[src/rtl/servo_pkg.sv]
// Shared definitions for the servo PWM bank: register map, CTRL bitfields, width type.
// No logic of its own; the clamp helper is purely combinational.
// Nothing in here carries state or flow control.
package servo_pkg;

  // Pulse widths and targets are 12-bit microsecond counts
  typedef logic [11:0] width_t;

  localparam logic [3:0] REG_CTRL    = 4'd0;
  localparam logic [3:0] REG_MASK    = 4'd1;
  localparam logic [3:0] REG_CH_BASE = 4'd2;

  localparam int CTRL_EN_BIT   = 0;
  localparam int CTRL_SLEW_LSB = 8;
  localparam int CTRL_SLEW_MSB = 15;

  // Saturate a requested width into [lo, hi]
  function automatic width_t clamp_us(input width_t v, input width_t lo, input width_t hi);
    if (v < lo) return lo;
    else if (v > hi) return hi;
    else return v;
  endfunction

endpackage

[src/rtl/servo_slew_ch.sv]
// One servo channel: clamped target, slew-limited current width, pulse compare.
// Target updates on the write cycle; current moves only on the frame strobe.
// No backpressure: writes are always accepted.
module servo_slew_ch
  import servo_pkg::*;
#(
  parameter int MIN_US = 1000,
  parameter int MAX_US = 2000,
  parameter int FW     = 15
) (
  input  logic          clk,
  input  logic          reset,
  input  logic          wr_vld,
  input  width_t        wr_dat,
  input  logic          frame_stb,
  input  logic [7:0]    slew,
  input  logic [FW-1:0] frame_us,
  output width_t        target,
  output width_t        current,
  output logic          pulse
);

  localparam width_t LO  = width_t'(MIN_US);
  localparam width_t HI  = width_t'(MAX_US);
  localparam width_t MID = width_t'((MIN_US + MAX_US) / 2);

  width_t target_q, target_d;
  width_t current_q, current_d;
  width_t diff, step;

  // Clamp on the way in so the stored target is always legal
  always_comb begin
    target_d = target_q;
    if (wr_vld) target_d = clamp_us(wr_dat, LO, HI);
  end

  // Step toward the target by at most slew; difference is checked before adding so nothing wraps
  always_comb begin
    current_d = current_q;
    step      = width_t'(slew);
    diff      = '0;
    if (frame_stb) begin
      if (target_q >= current_q) begin
        diff = target_q - current_q;
        if (slew == '0 || diff <= step) current_d = target_q;
        else                            current_d = current_q + step;
      end else begin
        diff = current_q - target_q;
        if (slew == '0 || diff <= step) current_d = target_q;
        else                            current_d = current_q - step;
      end
    end
  end

  // Width registers restart at mid-travel
  always_ff @(posedge clk) begin
    if (reset) begin
      target_q  <= MID;
      current_q <= MID;
    end else begin
      target_q  <= target_d;
      current_q <= current_d;
    end
  end

  assign target  = target_q;
  assign current = current_q;
  assign pulse   = 32'(frame_us) < 32'(current_q);

endmodule

[src/rtl/servo_pwm_bank.sv]
// Multi-channel frame-aligned RC-servo PWM with Avalon-MM register access.
// Read data one cycle after avs_read; servo_out one cycle after the frame compare.
// No waitrequest: every read and write completes in its strobe cycle.
module servo_pwm_bank
  import servo_pkg::*;
#(
  parameter int CHANNELS = 6,
  parameter int CLK_HZ   = 50_000_000,
  parameter int FRAME_US = 20000,
  parameter int MIN_US   = 1000,
  parameter int MAX_US   = 2000
) (
  input  logic                clk,
  input  logic                reset,
  input  logic [3:0]          avs_address,
  input  logic                avs_read,
  input  logic                avs_write,
  input  logic [31:0]         avs_writedata,
  output logic [31:0]         avs_readdata,
  output logic [CHANNELS-1:0] servo_out,
  output logic                frame_start
);

  localparam int PRESC = CLK_HZ / 1_000_000;
  localparam int PW    = (PRESC > 1) ? $clog2(PRESC) : 1;
  localparam int FW    = (FRAME_US > 1) ? $clog2(FRAME_US) : 1;
  localparam logic [PW-1:0] PRESC_LAST = PW'(PRESC - 1);
  localparam logic [FW-1:0] FRAME_LAST = FW'(FRAME_US - 1);

  logic [PW-1:0]       presc_q, presc_d;
  logic [FW-1:0]       frame_us_q, frame_us_d;
  logic                us_tick, frame_bnd;
  logic                gen_en_q, gen_en_d;
  logic [7:0]          slew_q, slew_d;
  logic [CHANNELS-1:0] mask_q, mask_d;
  logic                sh_en_q, sh_en_d;
  logic [CHANNELS-1:0] sh_mask_q, sh_mask_d;
  logic [CHANNELS-1:0] servo_out_q, servo_out_d;
  logic                frame_start_q, frame_start_d;
  logic [31:0]         rdata_q, rdata_d;
  logic [CHANNELS-1:0] ch_wr, ch_pulse;
  width_t              ch_target  [CHANNELS];
  width_t              ch_current [CHANNELS];
  logic                unused_wdata;

  assign unused_wdata = ^avs_writedata;

  // Microsecond prescaler and frame counter; the boundary is the last tick of the frame
  always_comb begin
    us_tick    = (presc_q == PRESC_LAST);
    frame_bnd  = us_tick && (frame_us_q == FRAME_LAST);
    presc_d    = us_tick ? '0 : presc_q + PW'(1);
    frame_us_d = frame_us_q;
    if (us_tick) frame_us_d = (frame_us_q == FRAME_LAST) ? '0 : frame_us_q + FW'(1);
  end

  // Live CTRL/MASK registers written over Avalon
  always_comb begin
    gen_en_d = gen_en_q;
    slew_d   = slew_q;
    mask_d   = mask_q;
    if (avs_write && avs_address == REG_CTRL) begin
      gen_en_d = avs_writedata[CTRL_EN_BIT];
      slew_d   = avs_writedata[CTRL_SLEW_MSB:CTRL_SLEW_LSB];
    end
    if (avs_write && avs_address == REG_MASK) mask_d = avs_writedata[CHANNELS-1:0];
  end

  // Shadows only move on the boundary so enables never cut a pulse short
  always_comb begin
    sh_en_d       = frame_bnd ? gen_en_q : sh_en_q;
    sh_mask_d     = frame_bnd ? mask_q : sh_mask_q;
    frame_start_d = frame_bnd;
    servo_out_d   = {CHANNELS{sh_en_q}} & sh_mask_q & ch_pulse;
  end

  // Read mux sampled into a holding register; reads see pre-write state
  always_comb begin
    rdata_d = rdata_q;
    if (avs_read) begin
      rdata_d = '0;
      if (avs_address == REG_CTRL) rdata_d = {16'b0, slew_q, 7'b0, gen_en_q};
      if (avs_address == REG_MASK) rdata_d[CHANNELS-1:0] = mask_q;
      for (int i = 0; i < CHANNELS; i++) begin
        if (avs_address == REG_CH_BASE + 4'(i))
          rdata_d = {4'b0, ch_current[i], 4'b0, ch_target[i]};
      end
    end
  end

  // All top-level state with synchronous reset
  always_ff @(posedge clk) begin
    if (reset) begin
      presc_q       <= '0;
      frame_us_q    <= '0;
      gen_en_q      <= 1'b0;
      slew_q        <= '0;
      mask_q        <= '0;
      sh_en_q       <= 1'b0;
      sh_mask_q     <= '0;
      servo_out_q   <= '0;
      frame_start_q <= 1'b0;
      rdata_q       <= '0;
    end else begin
      presc_q       <= presc_d;
      frame_us_q    <= frame_us_d;
      gen_en_q      <= gen_en_d;
      slew_q        <= slew_d;
      mask_q        <= mask_d;
      sh_en_q       <= sh_en_d;
      sh_mask_q     <= sh_mask_d;
      servo_out_q   <= servo_out_d;
      frame_start_q <= frame_start_d;
      rdata_q       <= rdata_d;
    end
  end

  for (genvar i = 0; i < CHANNELS; i++) begin : g_ch
    assign ch_wr[i] = avs_write && (avs_address == REG_CH_BASE + 4'(i));

    servo_slew_ch #(
      .MIN_US (MIN_US),
      .MAX_US (MAX_US),
      .FW     (FW)
    ) u_ch (
      .clk       (clk),
      .reset     (reset),
      .wr_vld    (ch_wr[i]),
      .wr_dat    (avs_writedata[11:0]),
      .frame_stb (frame_bnd),
      .slew      (slew_q),
      .frame_us  (frame_us_q),
      .target    (ch_target[i]),
      .current   (ch_current[i]),
      .pulse     (ch_pulse[i])
    );
  end

  assign avs_readdata = rdata_q;
  assign servo_out    = servo_out_q;
  assign frame_start  = frame_start_q;

endmodule
[config.mk]
export PLATFORM = sky130hd
export DESIGN_NAME = servo_pwm_bank
export DESIGN_NICKNAME = d
export VERILOG_FILES = /design/src/rtl/servo_pkg.sv /design/src/rtl/servo_slew_ch.sv /design/src/rtl/servo_pwm_bank.sv
export SDC_FILE = /design/constraint.sdc
export NUM_CORES = 1
export LEC_CHECK = 0
export CAP_MARGIN = 20
export CORE_MARGIN = 1.5
export CORE_UTILIZATION = 38
export CTS_BUF_LIST = sky130_fd_sc_hd__clkbuf_8
export DETAILED_ROUTE_END_ITERATION = 7
export GPL_ROUTABILITY_DRIVEN = 0
export SYNTH_ARGS = -nofsm -noshare
export SYNTH_HDL_FRONTEND = slang
export SYNTH_HIERARCHICAL = 1
export SYNTH_SLANG_ARGS = --single-unit
[constraint.sdc]
create_clock -name clk -period 9 [get_ports clk]
set_input_delay 1.8 -clock clk [delete_from_list [all_inputs] [get_ports clk]]
set_output_delay 1.8 -clock clk [all_outputs]
set_load 0.1 [all_outputs]
==> run metrics, run 1 <==
status=complete, no violations; EDFF count, synth=0; post-synthesis sequential area ratio=between 15 and 20%; vias in the first global route=roughly 24000; DRT Wirelength=between 90000 and 100000 µm; Critical Path RT=around 9.5 ns; CTS tree=done; DR iter-0 viols=approximately 2700; max-slew violation count=0; CTS buffer count=42; Worst-Margin Slew=1.141 ns; CP arrival=~5.3 ns; Reg clk slew, reported paths=around 0.060 ns; Synth Warn #=6; Synth cell types=around 110; critical path's slowest cell=a2111oi_0; hold buffers post-CTS=0; Worst Clk Skew=approximately 0.035 ns; row cnt=between 90 and 100; Clock Latency Late Sink=0.63 ns; residual DRC count=0; worst slew margin relative to its limit=23.67%; area of the die=between 70000 and 80000 µm²; cells after synthesis=approximately 3400; DP Wirelength=roughly 70000 µm; Sequential cell area=approximately 4400 µm²; Die X-Extent=roughly 270 µm; minimum clock period=between 4 and 5 ns; clk sink count=between 200 and 250; total global routing overflow=0; Bufs on Longest Clock Path=3; Final Net Count=3880; setup violators final=0; Crit. path cell count=15; most common cell in the netlist=ha_1; Area after DPL=between 20000 and 30000 µm²; hold crit path type=flip-flop to flip-flop; Post-CTS Setup Bufs=0; DR vias/cell=roughly 6.0; hold violation count in the final report=0; Routed Antenna Nets=0; ant diodes=0; CTS resizes=0; Initial Util=around two fifths; Root Driver=clkbuf_8; Max Clock Freq=between 200 and 250 MHz; CP Class=flip-flop to flip-flop; Filler cells=roughly 7300; core footprint=about 70000 µm²; global-route wire length before repair=144500 µm; pin count of the biggest net entering global routing=63; peak supply drop=0.09498 mV; Final Cell Area=between 20000 and 30000 µm²; initial antenna violation count=2; final core area utilization=around two fifths; Async SR Flop Fraction=0%; # H-tree levels=2; Setup crit end kind=flip-flop; P_leak=between 10 and 15 nW; CP Max Fanout=21; ys flop type=dfxtp_1; WHS Path Cells=2; Power Dens Cells=between 90 and 100 nW/µm²; top-area cell type share of the netlist area=18.37%; Yosys reg bits=roughly 220; worst r2r path cells=15; worst path cell trace=inv_1 -> fa_1 -> a21o_1 -> a221oi_2 -> xnor2_1 -> ha_1 -> nand4_1 -> a21oi_1 -> a2111oi_0 -> o211ai_1 -> o41ai_2 -> buf_4 -> and2_1 -> a21oi_1 -> a221oi_2; Startpoint Class=flip-flop; max_cap viols=0; total negative slack=0 ns; Die Ht=between 200 and 300 µm; WP buf/inv=2; via count=26150; Avg Cell Area, Syn=roughly 8 µm²; Synth area leaders=ha_1, dfxtp_1, a21oi_1, inv_1, nor2_1; WL/cell=~22 µm; IO buf count=between 50 and 60; multi-input logic area=slightly above 20000 µm²; Crit path max-delay family=compound AO/OA/AOI/OAI gates; list of most frequent post-synthesis cells=ha_1, a21oi_1, inv_1, nor2_1, dfxtp_1; post-synth top area cell=ha_1; 1st-pass router iterations=6; I/O pin count=79; fin crit share=between 50% and 60%; GRT Resource Usage Total=between 20% and 30%; Pwr Total=about 0.0027 W; Synth Cell Area=about 27000 µm²; Syn-to-layout area delta=7.628%; slowest cell delay on critical path=roughly 0.60 ns; unrepaired setup endpoints after global routing=false; layout cells sized above 1=around 6.3%
-- stage by stage --
step	hold WS (ns)	instances	setup slack, ns
finish	0.4757	4392	4.259
detailed placement	0.4588	4318	3.989
global route	0.5046	4392	4.023
global placement	0.4552	4318	4.062
CTS	0.4727	4391	3.959
floorplan	0.4459	3442	5.114
-- sequential cells by signal, summed over array words and instances (netlist names) --
register,count
sh_en_q,1
presc_q,6
frame_us_q,15
sh_mask_q,6
mask_q,6
slew_q,8
frame_start,1
g_ch.u_ch/target,72
gen_en_q,1
g_ch.u_ch/current,72
servo_out,6
avs_readdata,28
-- tightest hold or removal path: cells and delay by family, from the launching register on --
kind               cells  cell delay [ns]
AOI/OAI and AO/OA      2             0.12
DFF                    1             0.30
-- cell families (layout without fill, tap and decap cells) --
logic type | count (synthesis) | count (layout) | synth area share [%]
other | 1 | 4 | 0.01401
XOR/XNOR | 145 | 145 | 4.744
flip-flops | 222 | 222 | 16.60
adder cells (fa/ha/maj) | 417 | 417 | 20.16
AO/OA/AOI/OAI | 1084 | 1084 | 27.87
buffers and inverters | 457 | 467 | 7.581
AND/OR/NAND/NOR | 1028 | 1028 | 19.75
multiplexers | 85 | 85 | 3.276
-- layout make-up --
type	count	area share, %
Multi-Input combinational cell	2763	70.51
Sequential cell	222	15.43
Tap cell	940	4.082
Inverter	298	3.882
Timing Repair Buffer	96	2.988
Clock buffer	54	2.580
Clock inverter	19	0.5342
-- where the power goes --
part	internal (W)	switching (W)	total, W	leakage, nW
Clock	0.000600	0.000509	0.00111	0.485
Combinational	0.000221	0.000380	0.000602	10.3
Sequential	0.000993	0.0000171	0.00101	1.80
-- path summary, 6_finish.rpt --
path,start,to,slack [ns]
hold reg to reg,sh_mask_q[0],sh_mask_q[0],0.48
setup reg to reg,g_ch[0].u_ch/current[1],g_ch[0].u_ch/current[5],4.26
hold / removal,sh_mask_q[0],sh_mask_q[0],0.48
setup / recovery,g_ch[0].u_ch/current[1],g_ch[0].u_ch/current[5],4.26
-- layout by cell type (no fill, tap or decap), drive strengths merged, types with 17 or more instances in the layout --
| master | instances |
|---|---|
| nand2b | 92 |
| nor3b | 17 |
| o22ai | 62 |
| and2 | 23 |
| nor4 | 27 |
| clkbuf | 54 |
| a22oi | 19 |
| dfxtp | 222 |
| o21bai | 28 |
| o32ai | 17 |
| fa | 24 |
| o221ai | 36 |
| nand2 | 167 |
| buf | 41 |
| a31oi | 41 |
| inv | 305 |
| a211o | 21 |
| nand3 | 57 |
| nor3 | 91 |
| a21o | 66 |
| a2111oi | 18 |
| o21ai | 186 |
| mux2i | 76 |
| nor2 | 295 |
| xnor2 | 116 |
| nor2b | 80 |
| clkdlybuf4s50 | 55 |
| xor2 | 29 |
| nand4 | 45 |
| ha | 393 |
| a211oi | 46 |
| and3 | 49 |
| o211ai | 32 |
| o41ai | 20 |
| a221oi | 27 |
| o21a | 39 |
| a21oi | 317 |
-- metal layers --
layer	GRT usage, %	vias up	wire length, µm
met2	39.60	1123	40600
met4	9.657	0	3707
met1	35.75	12330	42780
li1	-	12460	-
met5	0	-	0
met3	4.804	239	8160
(Power assumes the default switching activity.)
==> run 2, diff against run 1 <==
clock period = 4.7 ns   (was 9 ns; I/O delays follow)
==> run 2 against run 1 <==
Net effect:
- maximum frequency is 6.6% higher
- via count is 1.9% higher
- flip-flop and latch count stayed put
- utilization is 1.2 points higher
- largest power group unchanged
- final cell count is 2.1% higher
- total power is 95% higher
- critical endpoint is now g_ch[3].u_ch/current[5]
- largest cell class unchanged
- critical path depth is 3 higher
==> run metrics, run 2 (synthesis results as in run 1) <==
status=complete, no violations (unchanged); Final Net Count=3971 (was 3880); fin crit share=94.60% (was 52.68%); Bufs on Longest Clock Path=3 (unchanged); Psw=0.001732 W (was 0.0009067 W); commonest non-fill, non-tap cell in the layout=ha_1 (unchanged); Worst-Margin Slew=1.132 ns (was 1.141 ns); Clock Latency Late Sink=0.61 ns (was 0.63 ns); critical path's slowest cell=dfxtp_1 (was a2111oi_0); worst path cell trace=inv_1 -> ha_1 -> fa_1 -> nor2b_1 -> o21ai_1 -> nand2_1 -> a21oi_1 -> xnor2_1 -> ha_1 -> nand4_1 -> a21oi_1 -> a2111oi_0 -> o21ai_0 -> o41ai_4 -> buf_4 -> and2_1 -> a21oi_1 -> a221oi_2 (was inv_1 -> fa_1 -> a21o_1 -> a221oi_2 -> xnor2_1 -> ha_1 -> nand4_1 -> a21oi_1 -> a2111oi_0 -> o211ai_1 -> o41ai_2 -> buf_4 -> and2_1 -> a21oi_1 -> a221oi_2); DRT Wirelength=98350 µm (was 95250 µm); residual DRC count=0 (unchanged); Syn-to-layout area delta=10.79% (was 7.628%); minimum clock period=4.446 ns (was 4.741 ns); max_cap viols=0 (unchanged); Root Driver=clkbuf_8 (unchanged); initial antenna violation count=3 (was 2); setup violators final=0 (unchanged); pin count of the biggest net entering global routing=70 (was 63); unrepaired setup endpoints after global routing=false (unchanged); switching share of power=32.61% (was 33.32%); Final Cell Area=29660 µm² (was 28810 µm²); 1st-pass router iterations=8 (was 6); peak supply drop=0.2158 mV (was 0.09498 mV); CTS tree=done (unchanged); Post-CTS Setup Bufs=0 (unchanged); DR iter-0 viols=2667 (was 2731); Routed Antenna Nets=0 (unchanged); CP Max Fanout=15 (was 21); Critical Path Source=g_ch[3].u_ch/current[0] (was g_ch[0].u_ch/current[1]); Die Ht=268.4 µm (unchanged); WHS Path Cells=2 (unchanged); row cnt=97 (unchanged); commonest cells after routing, fill and taps aside=ha_1, a21oi_1, inv_1 (unchanged); hold violation count in the final report=0 (unchanged); IO buf count=58 (unchanged); clk sink count=222 (unchanged); vias in the first global route=24760 (was 24340); DR vias/cell=5.942 (was 5.955); max-slew violation count=0 (unchanged); global-route wire length before repair=148300 µm (was 144500 µm); total global routing overflow=0 (unchanged); slowest cell delay on critical path=0.51 ns (was 0.60 ns); worst slew margin relative to its limit=24.45% (was 23.67%); Startpoint Class=flip-flop (unchanged); Setup crit end kind=flip-flop (unchanged); Logic pwr share=22.5% (was 22.1%); Die X-Extent=268.4 µm (unchanged); via count=26650 (was 26150); layout cells sized above 1=8.829% (was 6.344%); total negative slack=0 ns (unchanged); DP Wirelength=75630 µm (was 71790 µm); Power Dens Cells=179.1 nW/µm² (was 94.44 nW/µm²); # H-tree levels=2 (unchanged); Flop pwr share=36.4% (was 37.1%); Internal=0.003580 W (was 0.001814 W); worst reg2reg endpoint=g_ch[3].u_ch/current[5] (was g_ch[0].u_ch/current[5]); core footprint=69910 µm² (unchanged); Worst Clk Skew=0.03100 ns (was 0.03453 ns); r2r setup slk=0.25 ns (was 4.26 ns); most frequent CP cell=a21oi_1; Critical Path End=g_ch[3].u_ch/current[5] (was g_ch[0].u_ch/current[5]); RR Startpoint=g_ch[3].u_ch/current[0] (was g_ch[0].u_ch/current[1]); P_leak=13.05 nW (was 12.56 nW); Reg clk slew, reported paths=0.07 ns (was 0.06 ns); worst r2r path cells=18 (was 15); hold crit path type=flip-flop to flip-flop (unchanged); area of the die=72050 µm² (unchanged); Filler cells=7261 (was 7302); I/O pin count=79 (unchanged); WL/cell=21.92 µm (was 21.69 µm); CP arrival=4.96 ns (was 5.27 ns); Area after DPL=28700 µm² (was 27900 µm²); CTS buffer count=43 (was 42); Initial Util=38.29% (unchanged); CP Class=flip-flop to flip-flop (unchanged); Max Clock Freq=224.9 MHz (was 210.9 MHz); Critical Path RT=5.22 ns (was 9.52 ns); Clk pwr share=41.2% (was 40.8%); GRT Resource Usage Total=26.62% (was 25.81%)
## run 2: cell types whose count changed in the layout (fill, tap and decap cells not counted), moves of 3 or more
cell       change
a2111oi_0      -4
buf_12         +9
a2111oi_1      +3
buf_4         +82
clkbuf_8       +5
## run 2: worst min path at each step
stage / startpoint / to
4_1_cts: sh_mask_q[0] / sh_mask_q[0]
3_5_place_dp: avs_readdata[18] / avs_readdata[18]
6_report: avs_readdata[17] / avs_readdata[17]
2_1_floorplan: sh_mask_q[0] / servo_out[0]
5_1_grt: avs_readdata[22] / avs_readdata[22]
3_3_place_gp: avs_readdata[19] / avs_readdata[19]
## run 2: cell type report
class | instances | area (µm²) | area share [%]
timing repair buffer | 186 | 1645 | 5.548
clock inverter | 17 | 133.9 | 0.4514
multi-input combinational | 2763 | 20320 | 68.53
antenna | 1 | 2.502 | 0.008438
inverter | 298 | 1119 | 3.772
sequential | 222 | 4444 | 14.99
tap | 940 | 1176 | 3.966
clock buffer | 59 | 812.0 | 2.738
## run 2: what timing repair did
action                     4_1_cts  5_1_grt
resized for setup                0        5
hold buffers                     0        0
setup endpoints to repair        0       11
## run 2: through the flow
step	hold WS [ns]	total power, W	setup WS, ns	util, %	std cells
2_1_floorplan	0.4459	0.002818	0.8142	-	3442
3_3_place_gp	0.4548	0.003129	0.2733	41.05	4409
3_5_place_dp	0.4599	0.003131	0.2929	41.05	4409
4_1_cts	0.4800	0.005296	0.2390	42.41	4485
5_1_grt	0.4929	0.005500	0.006029	42.42	4485
6_report	0.4725	0.005311	0.2538	42.42	4486
## run 2: per-layer routing
layer	global-route usage (%)	routed length [µm]	vias to the layer above	share of wire [%]
met5	0	17	-	0.017
met4	10.17	3873	2	3.9
met3	4.868	8791	226	8.9
met2	41.08	42200	1228	43
met1	36.65	43460	12530	44
li1	-	-	12670	-
## run 2: power groups by stage
stage | logic [W] | clock network [W] | registers [W]
2_1_floorplan | 0.000796 | 0 | 0.00202
3_3_place_gp | 0.00116 | 0 | 0.00197
3_5_place_dp | 0.00116 | 0 | 0.00197
4_1_cts | 0.00117 | 0.00220 | 0.00193
5_1_grt | 0.00129 | 0.00228 | 0.00193
6_report | 0.00119 | 0.00219 | 0.00193
## run 2: worst max-delay path: cells and delay by family (launching register included)
family / cells / cell delay (ns)
adder cells (fa/ha/maj): 3 / 0.94
XOR/XNOR: 1 / 0.15
AO/OA/AOI/OAI: 8 / 1.68
AND/OR/NAND/NOR: 4 / 0.70
flip-flops: 1 / 0.51
buffers and inverters: 2 / 0.37
